### config.mk
export PLATFORM = sky130hd
export DESIGN_NAME = apb_regfile_slave_flat
export DESIGN_NICKNAME = d
export VERILOG_FILES = /design/src/rtl/apb_pkg.sv /design/src/rtl/apb_regfile_slave_if.sv /design/src/rtl/apb_addr_decode.sv /design/src/rtl/apb_regfile_slave.sv /design/src/flat_wrapper.sv
export SDC_FILE = /design/constraint.sdc
export NUM_CORES = 1
export LEC_CHECK = 0
export ABC_AREA = 0
export CORE_AREA = 2 2 244 246
export CTS_BUF_LIST = sky130_fd_sc_hd__clkbuf_4 sky130_fd_sc_hd__clkbuf_8
export CTS_CLUSTER_SIZE = 24
export DETAILED_ROUTE_END_ITERATION = 6
export DIE_AREA = 0 0 246 248
export PLACE_DENSITY = 0.63
export SLEW_MARGIN = 10
export SYNTH_ARGS = -nofsm -noshare
export SYNTH_HDL_FRONTEND = slang
export SYNTH_SLANG_ARGS = --single-unit
### constraint.sdc
create_clock -name PCLK -period 2.3 [get_ports PCLK]
set_input_delay 0.46 -clock PCLK [delete_from_list [all_inputs] [get_ports PCLK]]
set_output_delay 0.46 -clock PCLK [all_outputs]
set_load 0.005 [all_outputs]
### src/rtl/apb_pkg.sv
// Shared definitions for the APB register-file completer.
// Holds the FSM state encoding, the bus widths and the byte-lane merge helper
// that the top module uses to commit strobed writes.
package apb_pkg;

   localparam int unsigned APB_DW = 32;  // data / address width
   localparam int unsigned APB_SW = 4;   // strobe width (one bit per byte)
   localparam int unsigned IDX_W  = 4;   // register index width (up to 16 registers)

   typedef enum logic {
      StIdle   = 1'b0,
      StAccess = 1'b1
   } apb_state_e;

   // Replace only the byte lanes whose strobe bit is set.
   function automatic logic [APB_DW-1:0] merge_bytes(input logic [APB_DW-1:0] old_word,
                                                     input logic [APB_DW-1:0] new_word,
                                                     input logic [APB_SW-1:0] strb);
      logic [APB_DW-1:0] merged;
      merged = old_word;
      for (int k = 0; k < int'(APB_SW); k++) begin
         if (strb[k]) merged[8*k +: 8] = new_word[8*k +: 8];
      end
      return merged;
   endfunction

endpackage

### src/rtl/apb_regfile_slave_if.sv
// APB bus bundle between a requester and the register-file completer.
// Request signals: PSEL, PENABLE, PWRITE, PADDR, PWDATA, PSTRB, PPROT.
// Response signals: PREADY, PRDATA, PSLVERR.
interface apb_regfile_slave_if;

   logic                         PSEL;
   logic                         PENABLE;
   logic                         PWRITE;
   logic [apb_pkg::APB_DW-1:0]   PADDR;
   logic [apb_pkg::APB_DW-1:0]   PWDATA;
   logic [apb_pkg::APB_SW-1:0]   PSTRB;
   logic [2:0]                   PPROT;
   logic                         PREADY;
   logic [apb_pkg::APB_DW-1:0]   PRDATA;
   logic                         PSLVERR;

   modport master (
      output PSEL, PENABLE, PWRITE, PADDR, PWDATA, PSTRB, PPROT,
      input  PREADY, PRDATA, PSLVERR
   );

   modport slave (
      input  PSEL, PENABLE, PWRITE, PADDR, PWDATA, PSTRB, PPROT,
      output PREADY, PRDATA, PSLVERR
   );

endinterface

### src/rtl/apb_addr_decode.sv
// Combinational address decoder for the APB register file.
// paddr_i  : byte address presented in the setup phase
// pwrite_i : transfer direction (1 = write)
// idx_o    : register index (PADDR - BASE_ADDR) >> 2, low IDX_W bits
// err_o    : misaligned, out of range (including underflow) or write to a read-only slot
module apb_addr_decode
   import apb_pkg::*;
#(
   parameter int unsigned NUM_REGS  = 8,
   parameter logic [31:0] BASE_ADDR = 32'h0000_0000,
   parameter logic [15:0] RO_MASK   = 16'h0000
) (
   input  logic [APB_DW-1:0] paddr_i,
   input  logic              pwrite_i,
   output logic [IDX_W-1:0]  idx_o,
   output logic              err_o
);

   logic [APB_DW-1:0] offset;
   logic [APB_DW-1:0] word;
   logic              misaligned;
   logic              out_of_range;
   logic              ro_write;

   always_comb begin
      offset       = paddr_i - BASE_ADDR;
      word         = offset >> 2;
      idx_o        = word[IDX_W-1:0];
      misaligned   = (paddr_i[1:0] != 2'b00);
      // Underflow wraps to a huge word index, but the explicit compare keeps it obvious.
      out_of_range = (paddr_i < BASE_ADDR) || (word >= NUM_REGS);
      ro_write     = pwrite_i && !out_of_range && RO_MASK[idx_o];
      err_o        = misaligned || out_of_range || ro_write;
   end

endmodule

### src/rtl/apb_regfile_slave.sv
// APB completer holding NUM_REGS 32-bit registers behind one PSEL line.
// PCLK/PRESET : clock and synchronous active-high reset
// apb         : APB bus (slave modport)
// reg_out     : flat register contents, slot i = [32i+31:32i]
// hw_in       : live values returned for read-only (RO_MASK) slots
// wr_pulse    : one-cycle strobe the cycle after register i is written
module apb_regfile_slave
   import apb_pkg::*;
#(
   parameter int unsigned NUM_REGS    = 8,
   parameter logic [31:0] BASE_ADDR   = 32'h0000_0000,
   parameter int unsigned WAIT_STATES = 0,
   parameter logic [15:0] RO_MASK     = 16'h0000
) (
   input  logic                     PCLK,
   input  logic                     PRESET,
   apb_regfile_slave_if.slave       apb,
   output logic [NUM_REGS*32-1:0]   reg_out,
   input  logic [NUM_REGS*32-1:0]   hw_in,
   output logic [NUM_REGS-1:0]      wr_pulse
);

   localparam logic [3:0] WaitLoad = 4'(WAIT_STATES);

   apb_state_e          state_q, state_d;
   logic [3:0]          cnt_q, cnt_d;
   logic [IDX_W-1:0]    idx_q, idx_d;
   logic                write_q, write_d;
   logic                err_q, err_d;
   logic [APB_DW-1:0]   wdata_q, wdata_d;
   logic [APB_SW-1:0]   strb_q, strb_d;
   logic [APB_DW-1:0]   regs_q [NUM_REGS];
   logic [APB_DW-1:0]   regs_d [NUM_REGS];
   logic [NUM_REGS-1:0] wr_pulse_q, wr_pulse_d;

   logic [IDX_W-1:0]    dec_idx;
   logic                dec_err;
   logic                setup;
   logic                complete;
   logic                commit;
   logic [APB_DW-1:0]   rdata;
   logic                unused_pprot;

   assign unused_pprot = ^apb.PPROT;

   apb_addr_decode #(
      .NUM_REGS  (NUM_REGS),
      .BASE_ADDR (BASE_ADDR),
      .RO_MASK   (RO_MASK)
   ) u_decode (
      .paddr_i  (apb.PADDR),
      .pwrite_i (apb.PWRITE),
      .idx_o    (dec_idx),
      .err_o    (dec_err)
   );

   // FSM and setup-phase capture.
   always_comb begin
      state_d  = state_q;
      cnt_d    = cnt_q;
      idx_d    = idx_q;
      write_d  = write_q;
      err_d    = err_q;
      wdata_d  = wdata_q;
      strb_d   = strb_q;
      setup    = (state_q == StIdle) && apb.PSEL && !apb.PENABLE;
      complete = (state_q == StAccess) && apb.PSEL && apb.PENABLE && (cnt_q == 4'd0);
      commit   = complete && write_q && !err_q;

      unique case (state_q)
         StIdle: begin
            // PSEL with PENABLE but no prior setup is ignored.
            if (setup) begin
               idx_d   = dec_idx;
               write_d = apb.PWRITE;
               err_d   = dec_err;
               wdata_d = apb.PWDATA;
               strb_d  = apb.PSTRB;
               cnt_d   = WaitLoad;
               state_d = StAccess;
            end
         end
         StAccess: begin
            if (!apb.PSEL) begin
               state_d = StIdle;
            end else if (apb.PENABLE) begin
               if (cnt_q == 4'd0) state_d = StIdle;
               else               cnt_d   = cnt_q - 4'd1;
            end
         end
         default: state_d = StIdle;
      endcase
   end

   // Register array update, read mux and bus outputs.
   always_comb begin
      wr_pulse_d = '0;
      rdata      = '0;
      for (int i = 0; i < int'(NUM_REGS); i++) begin
         regs_d[i] = regs_q[i];
         if (idx_q == IDX_W'(i)) begin
            rdata = RO_MASK[i] ? hw_in[32*i +: 32] : regs_q[i];
            if (commit) begin
               regs_d[i]     = merge_bytes(regs_q[i], wdata_q, strb_q);
               wr_pulse_d[i] = 1'b1;
            end
         end
         reg_out[32*i +: 32] = regs_q[i];
      end
      apb.PREADY  = complete;
      apb.PSLVERR = complete && err_q;
      apb.PRDATA  = (complete && !write_q && !err_q) ? rdata : '0;
      wr_pulse    = wr_pulse_q;
   end

   always_ff @(posedge PCLK) begin
      if (PRESET) begin
         state_q    <= StIdle;
         cnt_q      <= '0;
         idx_q      <= '0;
         write_q    <= 1'b0;
         err_q      <= 1'b0;
         wdata_q    <= '0;
         strb_q     <= '0;
         wr_pulse_q <= '0;
         for (int i = 0; i < int'(NUM_REGS); i++) regs_q[i] <= '0;
      end else begin
         state_q    <= state_d;
         cnt_q      <= cnt_d;
         idx_q      <= idx_d;
         write_q    <= write_d;
         err_q      <= err_d;
         wdata_q    <= wdata_d;
         strb_q     <= strb_d;
         wr_pulse_q <= wr_pulse_d;
         for (int i = 0; i < int'(NUM_REGS); i++) regs_q[i] <= regs_d[i];
      end
   end

endmodule
### src/flat_wrapper.sv
// flat-port wrapper written by rule: the top's interface ports become plain ports
module apb_regfile_slave_flat import apb_pkg::*;
#(
   parameter int unsigned NUM_REGS    = 8,
   parameter logic [31:0] BASE_ADDR   = 32'h0000_0000,
   parameter int unsigned WAIT_STATES = 0,
   parameter logic [15:0] RO_MASK     = 16'h0000
)
  (PCLK, PRESET, reg_out, hw_in, wr_pulse, apb_PSEL, apb_PENABLE, apb_PWRITE, apb_PADDR, apb_PWDATA, apb_PSTRB, apb_PPROT, apb_PREADY, apb_PRDATA, apb_PSLVERR);
  apb_regfile_slave_if apb_i ();
  input  logic PCLK;
  input  logic PRESET;
  output logic [NUM_REGS*32-1:0] reg_out;
  input  logic [NUM_REGS*32-1:0] hw_in;
  output logic [NUM_REGS-1:0] wr_pulse;
  input wire logic [$bits(apb_i.PSEL)-1:0] apb_PSEL;
  input wire logic [$bits(apb_i.PENABLE)-1:0] apb_PENABLE;
  input wire logic [$bits(apb_i.PWRITE)-1:0] apb_PWRITE;
  input wire logic [$bits(apb_i.PADDR)-1:0] apb_PADDR;
  input wire logic [$bits(apb_i.PWDATA)-1:0] apb_PWDATA;
  input wire logic [$bits(apb_i.PSTRB)-1:0] apb_PSTRB;
  input wire logic [$bits(apb_i.PPROT)-1:0] apb_PPROT;
  output wire logic [$bits(apb_i.PREADY)-1:0] apb_PREADY;
  output wire logic [$bits(apb_i.PRDATA)-1:0] apb_PRDATA;
  output wire logic [$bits(apb_i.PSLVERR)-1:0] apb_PSLVERR;
  assign apb_i.PSEL = apb_PSEL;
  assign apb_i.PENABLE = apb_PENABLE;
  assign apb_i.PWRITE = apb_PWRITE;
  assign apb_i.PADDR = apb_PADDR;
  assign apb_i.PWDATA = apb_PWDATA;
  assign apb_i.PSTRB = apb_PSTRB;
  assign apb_i.PPROT = apb_PPROT;
  assign apb_PREADY = apb_i.PREADY;
  assign apb_PRDATA = apb_i.PRDATA;
  assign apb_PSLVERR = apb_i.PSLVERR;
  apb_regfile_slave #(.NUM_REGS(NUM_REGS), .BASE_ADDR(BASE_ADDR), .WAIT_STATES(WAIT_STATES), .RO_MASK(RO_MASK)) u_core (.PCLK(PCLK), .PRESET(PRESET), .apb(apb_i), .reg_out(reg_out), .hw_in(hw_in), .wr_pulse(wr_pulse));
endmodule
== After elaboration in Yosys (flattened, before gate mapping) ==
Memories as Yosys holds them, arrays and structs flattened.
Index checks and enable logic that the tools add are counted.
Storage, ports and cells
  register bits: 55
  bits in writable memories: 256
  ROM bits: 16
  bits of input ports: 332
  output and inout port bits: 298
  logic and storage cells: 161
  memories: 2
Operators by class
  add/sub/neg operators: 1
  order comparisons: 3
  equality and inequality tests: 11
  multiplexer cells: 80
  bitwise gates (word level): 17
  reductions and logical operators: 32
Memory list
  u_core.regs_q: words 8, width 32, read ports 8, clocked after Yosys merged registers in 0, wr ports 8, line apb_regfile_slave.sv:32  | logic [APB_DW-1:0] regs_q [NUM_REGS];
  (no name shown): words 16, width 1, read ports 1, clocked after Yosys merged registers in 0, wr ports 0, line apb_addr_decode.sv:32  | ro_write = pwrite_i && !out_of_range && RO_MASK[idx_o];
Operators by type and width (count)
  $mux W32: 33
  $mux W8: 32
  $lt A32 B1 Y1 const B: 1
  $ge A30 B4 Y1 const B: 1
  $eq A4 B3 Y1 const B: 4
  $mux W4: 4
  $reduce_or A2 Y1: 8
  $logic_and A1 B1 Y1: 12
  $mux W1: 9
  $not A1 Y1: 9
  $eq A4 B2 Y1 const B: 2
  $logic_not A4 Y1: 2
  $or A1 B1 Y1: 8
  $pmux W4 S2: 1
  $ne A2 B2 Y1 const B: 3
  $lt A4 B5 Y1 const B: 1
  $eq A4 B1 Y1 const B: 1
  $logic_not A1 Y1: 4
  $reduce_and A4 Y1: 1
  $sub A4 B1 Y4 const B: 1
  $logic_or A1 B1 Y1: 3
  $ne A2 B1 Y1 const B: 1
  $pmux W1 S2: 1
  $reduce_and A2 Y1: 1
  $reduce_bool A2 Y1: 1

== Logic depth before layout (Yosys ltp) ==
  word-level depth: 10
  gate-level depth with buffers: 9
  depth with buffers taken out: 7

== By module ==
A second synthesis with hierarchy kept.
Second synthesis, totals
  cells, all modules: 1725
  area total of the unflattened synthesis: 13769.5 um^2
Modules (own cells, without submodules)
  apb_regfile_slave: instances 1, cells each 1711, area an instance 13670.6 um^2, seq. area each 6226.0 um^2
  apb_addr_decode: instances 1, cells each 14, area an instance 98.8 um^2, seq. area each 0.0 um^2

== Worst setup path after synthesis ==
Ideal clock, no wire load.
  kind: reg-to-output
  start point: register u_core.cnt_q[0]
  end point: output port apb_PRDATA[10]
  data arrival time: 1.597 ns
  required time: 1.840 ns
  path slack: 0.243 ns
  stages on the path, launching flop included: 9
  path buffers: 1
  cell sequence: dfxtp_1 -> inv_1 -> ha_1 -> nor3b_4 -> nand2_1 -> nor3_2 -> clkbuf_1 -> o21ai_0 -> a31oi_1
On the way
  longest elaborated chain between the ends: 5
RTL lines
  start, declared: line apb_regfile_slave.sv:26  | logic [3:0] cnt_q, cnt_d;
  start signal, assigned: line apb_regfile_slave.sv:129  | cnt_q <= cnt_d;
  $logic_not A4 Y1: line apb_regfile_slave.sv:67  | complete = (state_q == StAccess) && apb.PSEL && apb.PENABLE && (cnt_q == 4'd0);
  $logic_and A1 B1 Y1: line apb_regfile_slave.sv:67
  $logic_and A1 B1 Y1 (2 in series): line apb_regfile_slave.sv:112  | apb.PRDATA = (complete && !write_q && !err_q) ? rdata : '0;
  $mux W32: line apb_regfile_slave.sv:112
  end, declared: line flat_wrapper.sv:24  | output wire logic [$bits(apb_i.PRDATA)-1:0] apb_PRDATA;
Every way passes these cells.

== Worst setup path in the final report ==
  start point: register u_core.cnt_q[0]
  end point: output port apb_PRDATA[14]
Same word-level chain as after synthesis.

==> flow_summary_export.csv <==
group,metric,value,unit
timing,post-route-min-period,3.01,ns
clocking,root_buffer,"clkbuf_8",
layout,regArea,6240,um2
timing,rsz0062_at_grt,"true",
timing,slew_viol_final,0,
power_and_ir_drop,cellLeakagePower,0.00733,uW
place,place.detailed.hpwl,48300,um
clocking,insertion_delay,0.66,ns
synth,postSynthCellCount,1804,
synth,synth_fa_ha_area_share,0.0909,%
layout,final_common_cell,"nand2_1",
layout,final_nets,2618,
power_and_ir_drop,power_frac_seq,44.1,%
setup_path,critical_path.most_common_cell,"buf_12",
global_route,grt_pass1_vias,15200,
drt,vias,15800,
global_route,grt-ovfl-total,0,
timing,fin_ws,-0.710,ns
global_route,grtUsageTotal,21.6,%
power_and_ir_drop,p_comb_share,7.3,%
timing,worst_pin_slew,0.586,ns
floorplanning,io_pins,630,
power_and_ir_drop,pwr-share-clk,48.6,%
power_and_ir_drop,ir_drop,391,uV
floorplanning,die_area,61000,um2
flow_run,maxCapViolCount,0,
setup_path,start_kind,"flip-flop",
drt,firstDrtPassIters,7,
timing,finalSetupViolations,33,
synth,synthMuxAreaShare,5.42,%
power_and_ir_drop,switching_share,24.7,%
place,globalplace.congestion,0.931,
layout,fillers,5920,
floorplanning,die_y,248,um
drt,antenna_left,0,
power_and_ir_drop,internal-power,9440,uW
layout,design_area,21600,um2
clocking,cts_buffers,57,
setup_path,critPathMaxFanout,6,
setup_path,critical_path.top_delay_family,"buffers and inverters",
clocking,hold_buffers,0,
drt,wire_per_inst,22.2,um
power_and_ir_drop,p_per_area,580,nW/um2
floorplanning,core.rowCount,89,
synth,synth-edff-count,0,
setup_path,worstPathCellList,"inv_2, ha_4, nor3b_4, nand2_2, nor3_4, buf_12, buf_12, buf_12, buf_16, o21ai_2, a31oi_1, buf_2",
synth,synth_compound_area_share,26.3,%
timing,fin_skew,0.0332,ns
timing,hold_slack,0.201,ns
place,placed_cell_area,19600,um2
synth,avgSynthCellArea,7.63,um2
synth,synth_top_family_by_area,"compound AO/OA/AOI/OAI gates",
layout,syn_to_final_growth,56.8,%
setup_path,path_buf_inv,6,
layout,multi_input_area,7140,um2
synth,synth_cell_types,43,
clocking,cts_tree,"yes",
timing,period_share,131,%
timing,final-hold-violation-count,0,
run_status,violations,"setup timing",
setup_path,slowest_delay,0.32,ns
run_status,status,"finished with violations",
timing,slew_headroom,60.9,%
floorplanning,initial_core_util,23.5,%
synth,syn_area,13800,um2
synth,yosys.area_share.simple,17.6,%
synth,async_flop_share,0,%
setup_path,critPathKind,"reg2out",
layout,drive_gt1_share,22.5,%
floorplanning,coreArea,58500,um2
clocking,path_clk_slew,0.06,ns
setup_path,cp_slowest_cell,"dfxtp_2",
power_and_ir_drop,p_sw,3090,uW
drt,first_iter_violations,1364,
global_route,grt_max_degree,82,
floorplanning,chipWidth,246,um
power_and_ir_drop,power,12500,uW
global_route,antenna_found_initial,2,
clocking,clockBufferDepth,3,
synth,ys.warnings.count,0,
setup_path,required,1.84,ns
synth,synth-seq-cells,311,
setup_path,critPathCaptureType,"output port",
drt,remaining_drc_errors,0,
global_route,grt_pass1_wl,98700,um
synth,synth-xor-area-share,0.127,%
place,port_buffers,370,
clocking,cts.sinks,311,
synth,syn-num-nets,2137,
clocking,cts_max_level,2,
drt,routed_wl,69000,um
hold_path,hp-class,"in2reg",
layout,layout_common_cells,"nand2_1 (416), clkdlybuf4s50_1 (335), dfxtp_1 (305)",
synth,synth-main-ff-cell,"dfxtp_1",
layout,post-route-util,36.9,%
synth,ys_seq_area_share,45.2,%
setup_path,arrival,2.55,ns
timing,timing.fmax,0.332,GHz
drt,routed_via_density,5.08,
-- cell usage after synthesis, types with 4 or more instances --
cell	n	share of area [%]
a21oi_1	283	10
buf_2	30	1.1
nor2_1	47	1.3
nor2_2	22	1.0
inv_1	7	0.19
nand3b_1	5	0.27
nor2_4	11	0.90
o21ai_1	65	2.4
a22oi_1	12	0.65
mux2_2	44	3.6
o21ai_0	260	9.5
nand2_1	423	12
a32o_1	22	1.6
o221ai_1	5	0.32
nor4_1	7	0.32
clkbuf_1	138	3.8
nand4_1	5	0.23
a31oi_1	26	1.2
mux2i_1	25	1.8
nand2b_1	4	0.18
nor3_1	4	0.15
dfxtp_1	311	45
nor2b_1	8	0.36
and2b_1	4	0.22
o211ai_1	5	0.27
-- metrics by stage --
stage	TNS [ns]	std cells	worst slack, ns
3_3_place_gp	-24.62	2961	-0.635
5_1_grt	-25.03	3099	-0.875
4_1_cts	-22.89	3092	-0.775
2_1_floorplan	0	1804	0.243
6_report	-20.24	3102	-0.710
3_5_place_dp	-25.57	2961	-0.691
-- cell type report --
cell class	instances	share of cell area (%)
sequential	311	28.9
timing repair buffer	595	27.3
inverter	7	0.133
antenna	3	0.0348
clock buffer	90	5.36
tap	773	4.48
clock inverter	10	0.742
multi-input combinational	1313	33.1
-- power by group through the flow --
stage,clock (uW),sequential (uW),combinational [uW]
after floorplan,0,5550,372
after global placement,0,5650,771
after detailed placement,0,5650,779
after CTS,6190,5530,888
after global routing,6410,5530,961
final,6080,5530,914
-- worst register-to-register path, stage by stage (launching register included) --
cell and delay (ns):
dfxtp_4 0.35, buf_4 0.16, buf_4 0.15, buf_4 0.13, nor2_1 0.25, nand2_4 0.25, buf_12 0.24, nor2_4 0.22
nand2_1 0.09, a21oi_1 0.14
-- logic make-up (layout without fill, tap and decap cells) --
family / count (synthesis) / in the layout
xor gates and xnor gates: 2 / 2
other: 0 / 3
muxes: 69 / 69
DFF: 311 / 311
AOI/OAI and AO/OA: 682 / 682
adders and majority gates: 1 / 1
and+or+nand+nor: 559 / 559
buffers and inverters: 180 / 702
-- layer usage --
| metal | up-vias | GRT usage [%] | share of wire (%) |
|---|---|---|---|
| met4 | 2 | 6.92 | 2.5 |
| li1 | 7236 | - | - |
| met1 | 7518 | 27.9 | 42 |
| met2 | 878 | 35.2 | 46 |
| met5 | - | 0 | 0.017 |
| met3 | 125 | 5.33 | 9.6 |
-- state kept, by name, summed over array words and instances, names as in the netlist --
signal / count
u_core.cnt_q: 4
u_core.err_q: 1
u_core.regs_q: 256
u_core.wr_pulse: 8
u_core.wdata_q: 32
u_core.strb_q: 4
u_core.idx_q: 4
u_core.write_q: 1
u_core.state_q: 1
-- path summary, 6_finish.rpt --
check	start	endpoint	slack, ns	cells after the start
max	u_core.cnt_q[0]	apb_PRDATA[14]	-0.71	12
min	PRESET	u_core.regs_q[0][93]	0.20	2
max reg2reg	u_core.idx_q[1]	u_core.regs_q[0][5]	0.23	9
min reg2reg	u_core.strb_q[1]	u_core.strb_q[1]	0.46	2
-- repair_timing --
| action | 4_1_cts | 5_1_grt |
|---|---|---|
| gates cloned | 6 | 2 |
| resized for setup | 241 | 34 |
| buffers inserted | 25 | 9 |
| pin swaps | 14 | 15 |
| setup endpoints to repair | 34 | 38 |
Power figures use the tool's default switching activity.
